**src/rtl/cpu_pkg.sv**
```systemverilog
// Shared CPU front-end definitions: datapath width, reset vector and the
// PC-tagged instruction entry passed from prefetch to decode.
package cpu_pkg;

  localparam int unsigned XLEN = 32;

  localparam logic [XLEN-1:0] RESET_PC_DEFAULT = 32'h0000_0000;

  // Canonical NOP (addi x0, x0, 0) injected by IF/ID on a flush.
  localparam logic [XLEN-1:0] INSTR_NOP = 32'h0000_0013;

  typedef struct packed {
    logic [XLEN-1:0] pc;
    logic [XLEN-1:0] instr;
  } fetch_entry_t;

  // Sequential fetch address; wraps naturally modulo 2^XLEN.
  function automatic logic [XLEN-1:0] next_pc(input logic [XLEN-1:0] pc);
    return pc + XLEN'(4);
  endfunction

endpackage

```
**src/rtl/sync_fifo.sv**
```systemverilog
// Single-clock circular FIFO with occupancy count and a synchronous flush.
// Clear has priority over push and pop in the same cycle.
module sync_fifo #(
  parameter int unsigned WIDTH = 64,
  parameter int unsigned DEPTH = 4
) (
  input  logic                         clk,
  input  logic                         reset,
  input  logic                         clear,
  input  logic                         push,
  input  logic [WIDTH-1:0]             wdata,
  input  logic                         pop,
  output logic [WIDTH-1:0]             rdata,
  output logic [$clog2(DEPTH+1)-1:0]   count,
  output logic                         full,
  output logic                         empty
);

  localparam int unsigned AW = $clog2(DEPTH);
  localparam int unsigned CW = $clog2(DEPTH + 1);

  logic [WIDTH-1:0] mem [DEPTH];
  logic [AW-1:0]    wr_ptr;
  logic [AW-1:0]    rd_ptr;

  // NOTE: the storage array has no reset; an entry is only observable once
  // count covers it, so clearing it would add reset fan-out for nothing.
  always_ff @(posedge clk) begin
    if (push) mem[wr_ptr] <= wdata;
  end

  // NOTE: all state here uses non-blocking assignments so every register
  // samples pre-edge values regardless of block evaluation order.
  always_ff @(posedge clk) begin
    if (reset || clear) begin
      wr_ptr <= '0;
      rd_ptr <= '0;
      count  <= '0;
    end else begin
      if (push) wr_ptr <= wr_ptr + AW'(1);
      if (pop)  rd_ptr <= rd_ptr + AW'(1);
      count <= count + CW'(push) - CW'(pop);
    end
  end

  assign rdata = mem[rd_ptr];
  assign full  = (count == CW'(DEPTH));
  assign empty = (count == '0);

endmodule

```
**src/rtl/fetch_prefetch_buffer.sv**
```systemverilog
// Instruction prefetch between imem and IF/ID: credit-limited in-order fetch,
// PC-tagged buffering, and redirect flush that discards stale responses.
module fetch_prefetch_buffer
  import cpu_pkg::*;
#(
  parameter int unsigned     DEPTH    = 4,
  parameter logic [XLEN-1:0] RESET_PC = RESET_PC_DEFAULT
) (
  input  logic            clk,
  input  logic            reset,
  input  logic            redirect_valid,
  input  logic [XLEN-1:0] redirect_pc,
  output logic            mem_req_valid,
  output logic [XLEN-1:0] mem_req_addr,
  input  logic            mem_req_ready,
  input  logic            mem_resp_valid,
  input  logic [XLEN-1:0] mem_resp_data,
  output logic            out_valid,
  output logic [XLEN-1:0] out_pc,
  output logic [XLEN-1:0] out_instr,
  input  logic            out_ready
);

  localparam int unsigned CW = $clog2(DEPTH + 1);

  logic [XLEN-1:0] fetch_pc;
  logic [XLEN-1:0] resp_pc;
  logic [CW-1:0]   outstanding;
  logic [CW-1:0]   drop_cnt;
  logic [CW-1:0]   count;
  logic [CW:0]     credits_used;

  fetch_entry_t push_entry;
  fetch_entry_t head;
  fetch_entry_t last_head;
  fetch_entry_t shown;

  logic fifo_full;
  logic fifo_empty;
  logic req_fire;
  logic push;
  logic pop;

  // Buffered plus in-flight fetches never exceed DEPTH, so every accepted
  // response is guaranteed a free slot.
  assign credits_used  = {1'b0, count} + {1'b0, outstanding};
  assign mem_req_valid = ~reset & ~redirect_valid & (credits_used < (CW+1)'(DEPTH));
  assign mem_req_addr  = fetch_pc;
  assign req_fire      = mem_req_valid & mem_req_ready;

  assign push       = ~reset & mem_resp_valid & (drop_cnt == '0) & ~redirect_valid;
  assign push_entry = '{pc: resp_pc, instr: mem_resp_data};

  assign out_valid = ~reset & ~redirect_valid & ~fifo_empty;
  assign pop       = out_valid & out_ready;

  sync_fifo #(
    .WIDTH ($bits(fetch_entry_t)),
    .DEPTH (DEPTH)
  ) u_fifo (
    .clk   (clk),
    .reset (reset),
    .clear (redirect_valid),
    .push  (push),
    .wdata (push_entry),
    .pop   (pop),
    .rdata (head),
    .count (count),
    .full  (fifo_full),
    .empty (fifo_empty)
  );

  always_ff @(posedge clk) begin
    if (reset) begin
      fetch_pc    <= RESET_PC;
      resp_pc     <= RESET_PC;
      outstanding <= '0;
      drop_cnt    <= '0;
      last_head   <= '0;
    end else begin
      if (!fifo_empty) last_head <= head;
      outstanding <= outstanding + CW'(req_fire) - CW'(mem_resp_valid);
      if (redirect_valid) begin
        // Everything still in flight after this cycle belongs to the old path.
        fetch_pc <= redirect_pc;
        resp_pc  <= redirect_pc;
        drop_cnt <= outstanding - CW'(mem_resp_valid);
      end else begin
        if (req_fire) fetch_pc <= next_pc(fetch_pc);
        if (push)     resp_pc  <= next_pc(resp_pc);
        if (mem_resp_valid && drop_cnt != '0) drop_cnt <= drop_cnt - CW'(1);
      end
    end
  end

  // NOTE: the combinational block assigns its output first on every path,
  // so no latch can be inferred.
  always_comb begin
    shown = fifo_empty ? last_head : head;
    if (reset) shown = '0;
  end

  assign out_pc    = shown.pc;
  assign out_instr = shown.instr;

  a_no_overflow : assert property (@(posedge clk) disable iff (reset) !(push && fifo_full));

endmodule
```
**config.mk**
```make
export PLATFORM = sky130hd
export DESIGN_NAME = fetch_prefetch_buffer
export DESIGN_NICKNAME = d
export VERILOG_FILES = /design/src/rtl/cpu_pkg.sv /design/src/rtl/sync_fifo.sv /design/src/rtl/fetch_prefetch_buffer.sv
export SDC_FILE = /design/constraint.sdc
export NUM_CORES = 1
export LEC_CHECK = 0
export CAP_MARGIN = 15
export CORE_MARGIN = 2
export CORE_UTILIZATION = 45
export DETAILED_ROUTE_END_ITERATION = 8
export DONT_BUFFER_PORTS = 1
export SKIP_LAST_GASP = 1
export SYNTH_ARGS = -nofsm -noshare
export SYNTH_HDL_FRONTEND = slang
export SYNTH_SLANG_ARGS = --single-unit
```
**constraint.sdc**
```tcl
create_clock -name clk -period 7.4 [get_ports clk]
set_input_delay 0.37 -clock clk [delete_from_list [all_inputs] [get_ports clk]]
set_output_delay 0.37 -clock clk [all_outputs]
set_load 0.01 [all_outputs]
```
## Word level (Yosys, flattened, before mapping)

Memories as Yosys holds them, arrays and structs flattened. A register that Yosys moved wholly into a read port is not among the register bits.
Cells that the tools add are included.

| word-level totals | value |
|---|---|
| register bits after elaboration | 141 |
| memory bits (writable) | 256 |
| bits of input ports | 70 |
| output and inout bits | 98 |
| memories kept | 1 |

| cells by class | value |
|---|---|
| $add $sub $neg | 11 |
| $lt $le $gt $ge | 1 |
| mux-type cells | 12 |
| bitwise logic cells | 11 |
| reduce and logical (&&, ||, !) cells | 8 |

Memories:

| name | depth | width | rd ports | clocked after memory_dff | wr ports | line | text |
|---|---|---|---|---|---|---|---|
| u_fifo.mem | 4 | 64 | 1 | 1 | 1 | sync_fifo.sv:22 | `logic [WIDTH-1:0] mem [DEPTH];` |

Operators by type and width:

| kind | number |
|---|---|
| $mux W32 | 4 |
| $mux W64 | 2 |
| $add A32 B3 Y32 const B | 2 |
| $sub A3 B1 Y3 | 3 |
| $and A1 B1 Y1 | 8 |
| $add A3 B1 Y3 | 2 |
| $logic_not A3 Y1 | 2 |
| $mux W3 | 2 |
| $reduce_bool A2 Y1 | 3 |
| $add A2 B1 Y2 const B | 2 |
| $add A3 B3 Y4 | 1 |
| $lt A4 B3 Y1 const B | 1 |
| $mux W2 | 2 |
| $not A1 Y1 | 3 |
| $reduce_bool A3 Y1 | 1 |
| $sub A3 B1 Y3 const B | 1 |
| $mux W1 | 2 |
| $logic_and A1 B1 Y1 | 1 |
| $logic_or A1 B1 Y1 | 1 |

## Logic depth before layout (Yosys ltp)

| depth | value |
|---|---|
| depth after elaboration | 6 |
| mapped depth | 11 |
| depth with buffers taken out | 10 |

## Hierarchy

Synthesis repeated with hierarchy kept, for this count alone.

| unflattened totals | value |
|---|---|
| cell total of the unflattened synthesis | 1,072 |
| area, all modules | 15,965.3 µm² |

Modules (own cells, without submodules):

| module | times used | cells an instance | area each (µm²) | sequential area each (µm²) |
|---|---|---|---|---|
| sync_fifo | 1 | 380 | 9,763.1 | 7,867.5 |
| fetch_prefetch_buffer | 1 | 692 | 6,202.2 | 2,682.6 |

## Least setup slack after synthesis

Ideal clock, no wire load.

| timing path | value |
|---|---|
| kind | reg-to-reg |
| start point | register drop_cnt[0] |
| end point | memory u_fifo.mem[0][0], enable pin |
| setup time | 429 ps |
| arrival | 2,600 ps |
| path slack | 4,370 ps |
| stages on the path, launching flop included | 6 |
| buffers on the path | 1 |
| cell sequence | dfxtp_1 > inv_1 > ha_1 > and3b_1 > clkbuf_1 > and3_1 |

| on the way | value |
|---|---|
| word-level cells in the longest chain between the ends | 5 |

Ends and longest elaborated chain:

| element | line | text |
|---|---|---|
| start, declared | fetch_prefetch_buffer.sv:29 | `logic [CW-1:0] drop_cnt;` |
| start signal, assigned | fetch_prefetch_buffer.sv:87 | `drop_cnt <= outstanding - CW'(mem_resp_valid);` |
| start signal, assigned | fetch_prefetch_buffer.sv:91 | `if (mem_resp_valid && drop_cnt != '0) drop_cnt <= drop_cnt - CW'(1);` |
| $logic_not A3 Y1 | fetch_prefetch_buffer.sv:51 | `assign push = ~reset & mem_resp_valid & (drop_cnt == '0) & ~redirect_valid;` |
| $and A1 B1 Y1 (2 in series) | fetch_prefetch_buffer.sv:51 |  |
| $mux W1 | sync_fifo.sv:29 | `if (push) mem[wr_ptr] <= wdata;` |
| $mux W1 (not written as such) | sync_fifo.sv:29 |  |
| end, declared | sync_fifo.sv:22 |  |

Every way passes these cells.

==> run metrics <==
status finished clean; 1st-pass router iterations 5; worst hold path class in2reg; count of pins over their slew limit 0; Primary FF master, synth edfxtp_1; vias in the first global route about 9400; clock buffer depth 3; clock sink count roughly 400; Layout fillers 2918; share of layout cells above drive strength 1 approximately an eighth; Row Count 68; Synth cell types 57; Worst Hold Slack 0.03607 ns; worst-skew pair later-pin latency 0.56 ns; port buffer count 0; Setup crit start kind flip-flop; top cells by area, synth edfxtp_1 49%, dfxtp_1 18%, mux4_2 9.2%, nand2_1 4.2%, a21oi_1 3.2%; sequential area share after synthesis 67.35%; Final period util 45.57%; Crit Path Category reg2out; critical path fanouts, max 33; Area growth, synth to finish 15.40%; Syn Nets 1223; Avg Inst Size Synth 13.80 um^2; GRT Overall Usage 20.02%; Cells after Synth 1135; first-pass GRT wire length 55210 um; initial antenna violation count 2; Slew headroom 30.44%; RD Place Congestion 0.8354; nets@finish 1272; Setup Fix Bufs, Post-CTS 0; H-tree depth 2; MaxCap Viol Count 0; top-count cell post-synth edfxtp_1; Critical Path End Type output port; Cells after DPL 1540; WP data required approximately 7 ns; pre-CTS WS 4.256 ns; DRT antenna net count 0; arrival time at the worst endpoint around 3 ns; clock skew 0.01363 ns; warnings from Yosys 0; fmax just under 300 MHz; Power Dens Cells between 200 and 300 nW/um^2; GRT overflow 0; Ports about 170; DR vias/cell 5.539; Core Box Area 34370 um^2; DIE AREA 36320 um^2; Die Height around 190 um; placed cell areas between 15000 and 20000 um^2; VDD IR max about 0.00016 V; Final Total Pwr 4.886 mW; leakage power between 5 and 6 nW; RSZ-0062 raised after global routing no; largest net degree at the start of global routing just over 100; final cell count without fillers 1676; final setup margin roughly 4.0 ns; WL final 35570 um; HPWL Detailed 20530 um; cell at the root of the clock tree clkbuf_16; Num CTS Buffers 43; fin util 52.59%; final setup vio count 0; largest area contributor in the netlist edfxtp_1; post-synth top area share 49.08%; Worst Max-Slew Pin Slew 1.043 ns; Period minus WS final approximately 3.4 ns; initial core utilization 45.57%; Final Hold Fails 0; asr flop ratio synth 0%; final instance area 18080 um^2; Vias 9283; die width 190.6 um; DRT iter0 DRCs 576; EDFF count, synth ~260; Post-Syn Area 15660 um^2; Total Neg Setup Slack 0 ns; routed len/inst 21.22 um; CTS tree built; DRC viols 0; synthesized flop and latch total about 400; most frequent cells after synthesis 256 x edfxtp_1, 176 x nand2_1, 143 x dfxtp_1, 99 x a21oi_1, 64 x mux4_2; clk slew on worst S/H paths 0.06 ns
[worst max-delay path, cell delays in order (launching register included)]
cell and delay, ns:
dfxtp_4 0.79, buf_4 0.70, mux4_2 0.61, nand2_1 0.14
a21oi_1 0.15
[metal layers]
metal	up-vias	global-route usage, %	share of wire [%]
met5	-	0	0
met4	0	5.814	2.0
met3	58	5.778	7.8
met2	280	31.54	46
met1	4634	27.11	44
li1	4311	-	-
[path summary, 6_finish.rpt]
| check | start | end | slack, ns | depth (start not counted) |
|---|---|---|---|---|
| max | flip-flop | out_pc[21] | 4.03 | 4 |
| min | reset | resp_pc[16] | 0.04 | 2 |
| max reg2reg | u_fifo.count[1] | outstanding[2] | 4.22 | 11 |
| min reg2reg | u_fifo.wr_ptr[1] | u_fifo.wr_ptr[1] | 0.50 | 2 |
[report_power, final]
group	total (mW)	internal [mW]	leakage (nW)	switching, mW
sequential	2.49	2.43	3.50	0.0641
combinational	0.234	0.0991	1.70	0.135
clock	2.16	1.31	0.696	0.854
total	4.89	3.83	5.89	1.05
[layout make-up]
class / instances / area, um^2 / area share (%)
tap: 455 / 569.3 / 3.149
clock inverter: 16 / 217.7 / 1.204
antenna: 2 / 5.005 / 0.02769
inverter: 33 / 123.9 / 0.6853
clock buffer: 64 / 1205 / 6.666
sequential: 399 / 10560 / 58.41
timing repair buffer: 65 / 640.6 / 3.544
multi-input combinational: 642 / 4757 / 26.32
[timing repair]
item | CTS | global route
hold buffers | 54 | 0
gates resized for setup | 0 | 0
setup endpoints to repair | 0 | 0
hold endpoints to repair | 243 | 0
[kinds of logic (layout without fill, tap and decap cells)]
logic type / count (synthesis) / in the layout / share of synthesized area (%)
and+or+nand+nor: 339 / 339 / 10.21
DFF: 399 / 399 / 67.35
other: 0 / 2 / 0
xor gates and xnor gates: 45 / 45 / 2.516
muxes: 70 / 70 / 9.617
adders and majority gates: 18 / 18 / 1.534
AOI/OAI and AO/OA: 170 / 170 / 6.382
buffers and inverters: 94 / 178 / 2.388
[registers in the layout, indices dropped and copies added, names as in the netlist, named ones only]
register / cells
u_fifo.mem: 256
last_head: 64
mem_req_addr: 32
resp_pc: 32
drop_cnt: 3
outstanding: 3
u_fifo.count: 3
u_fifo.rd_ptr: 2
u_fifo.wr_ptr: 2
[cell usage in the layout (no fill, tap or decap), drive strengths merged, types with 8 or more instances in the layout]
master and n:
ha 16, and2 8, nor4 9, a21boi 15, xnor2 23, buf 12, a21oi 100, nand4 23
nand3 27, nand2 176, xor2 22, and3 11, dfxtp 143, edfxtp 256, nor3 13, a31oi 9
inv 37, clkbuf 64, dlygate4sd3 53, o21ai 16, nor2 43, mux4 64
Note: power is estimated with default switching activity, not from simulation.
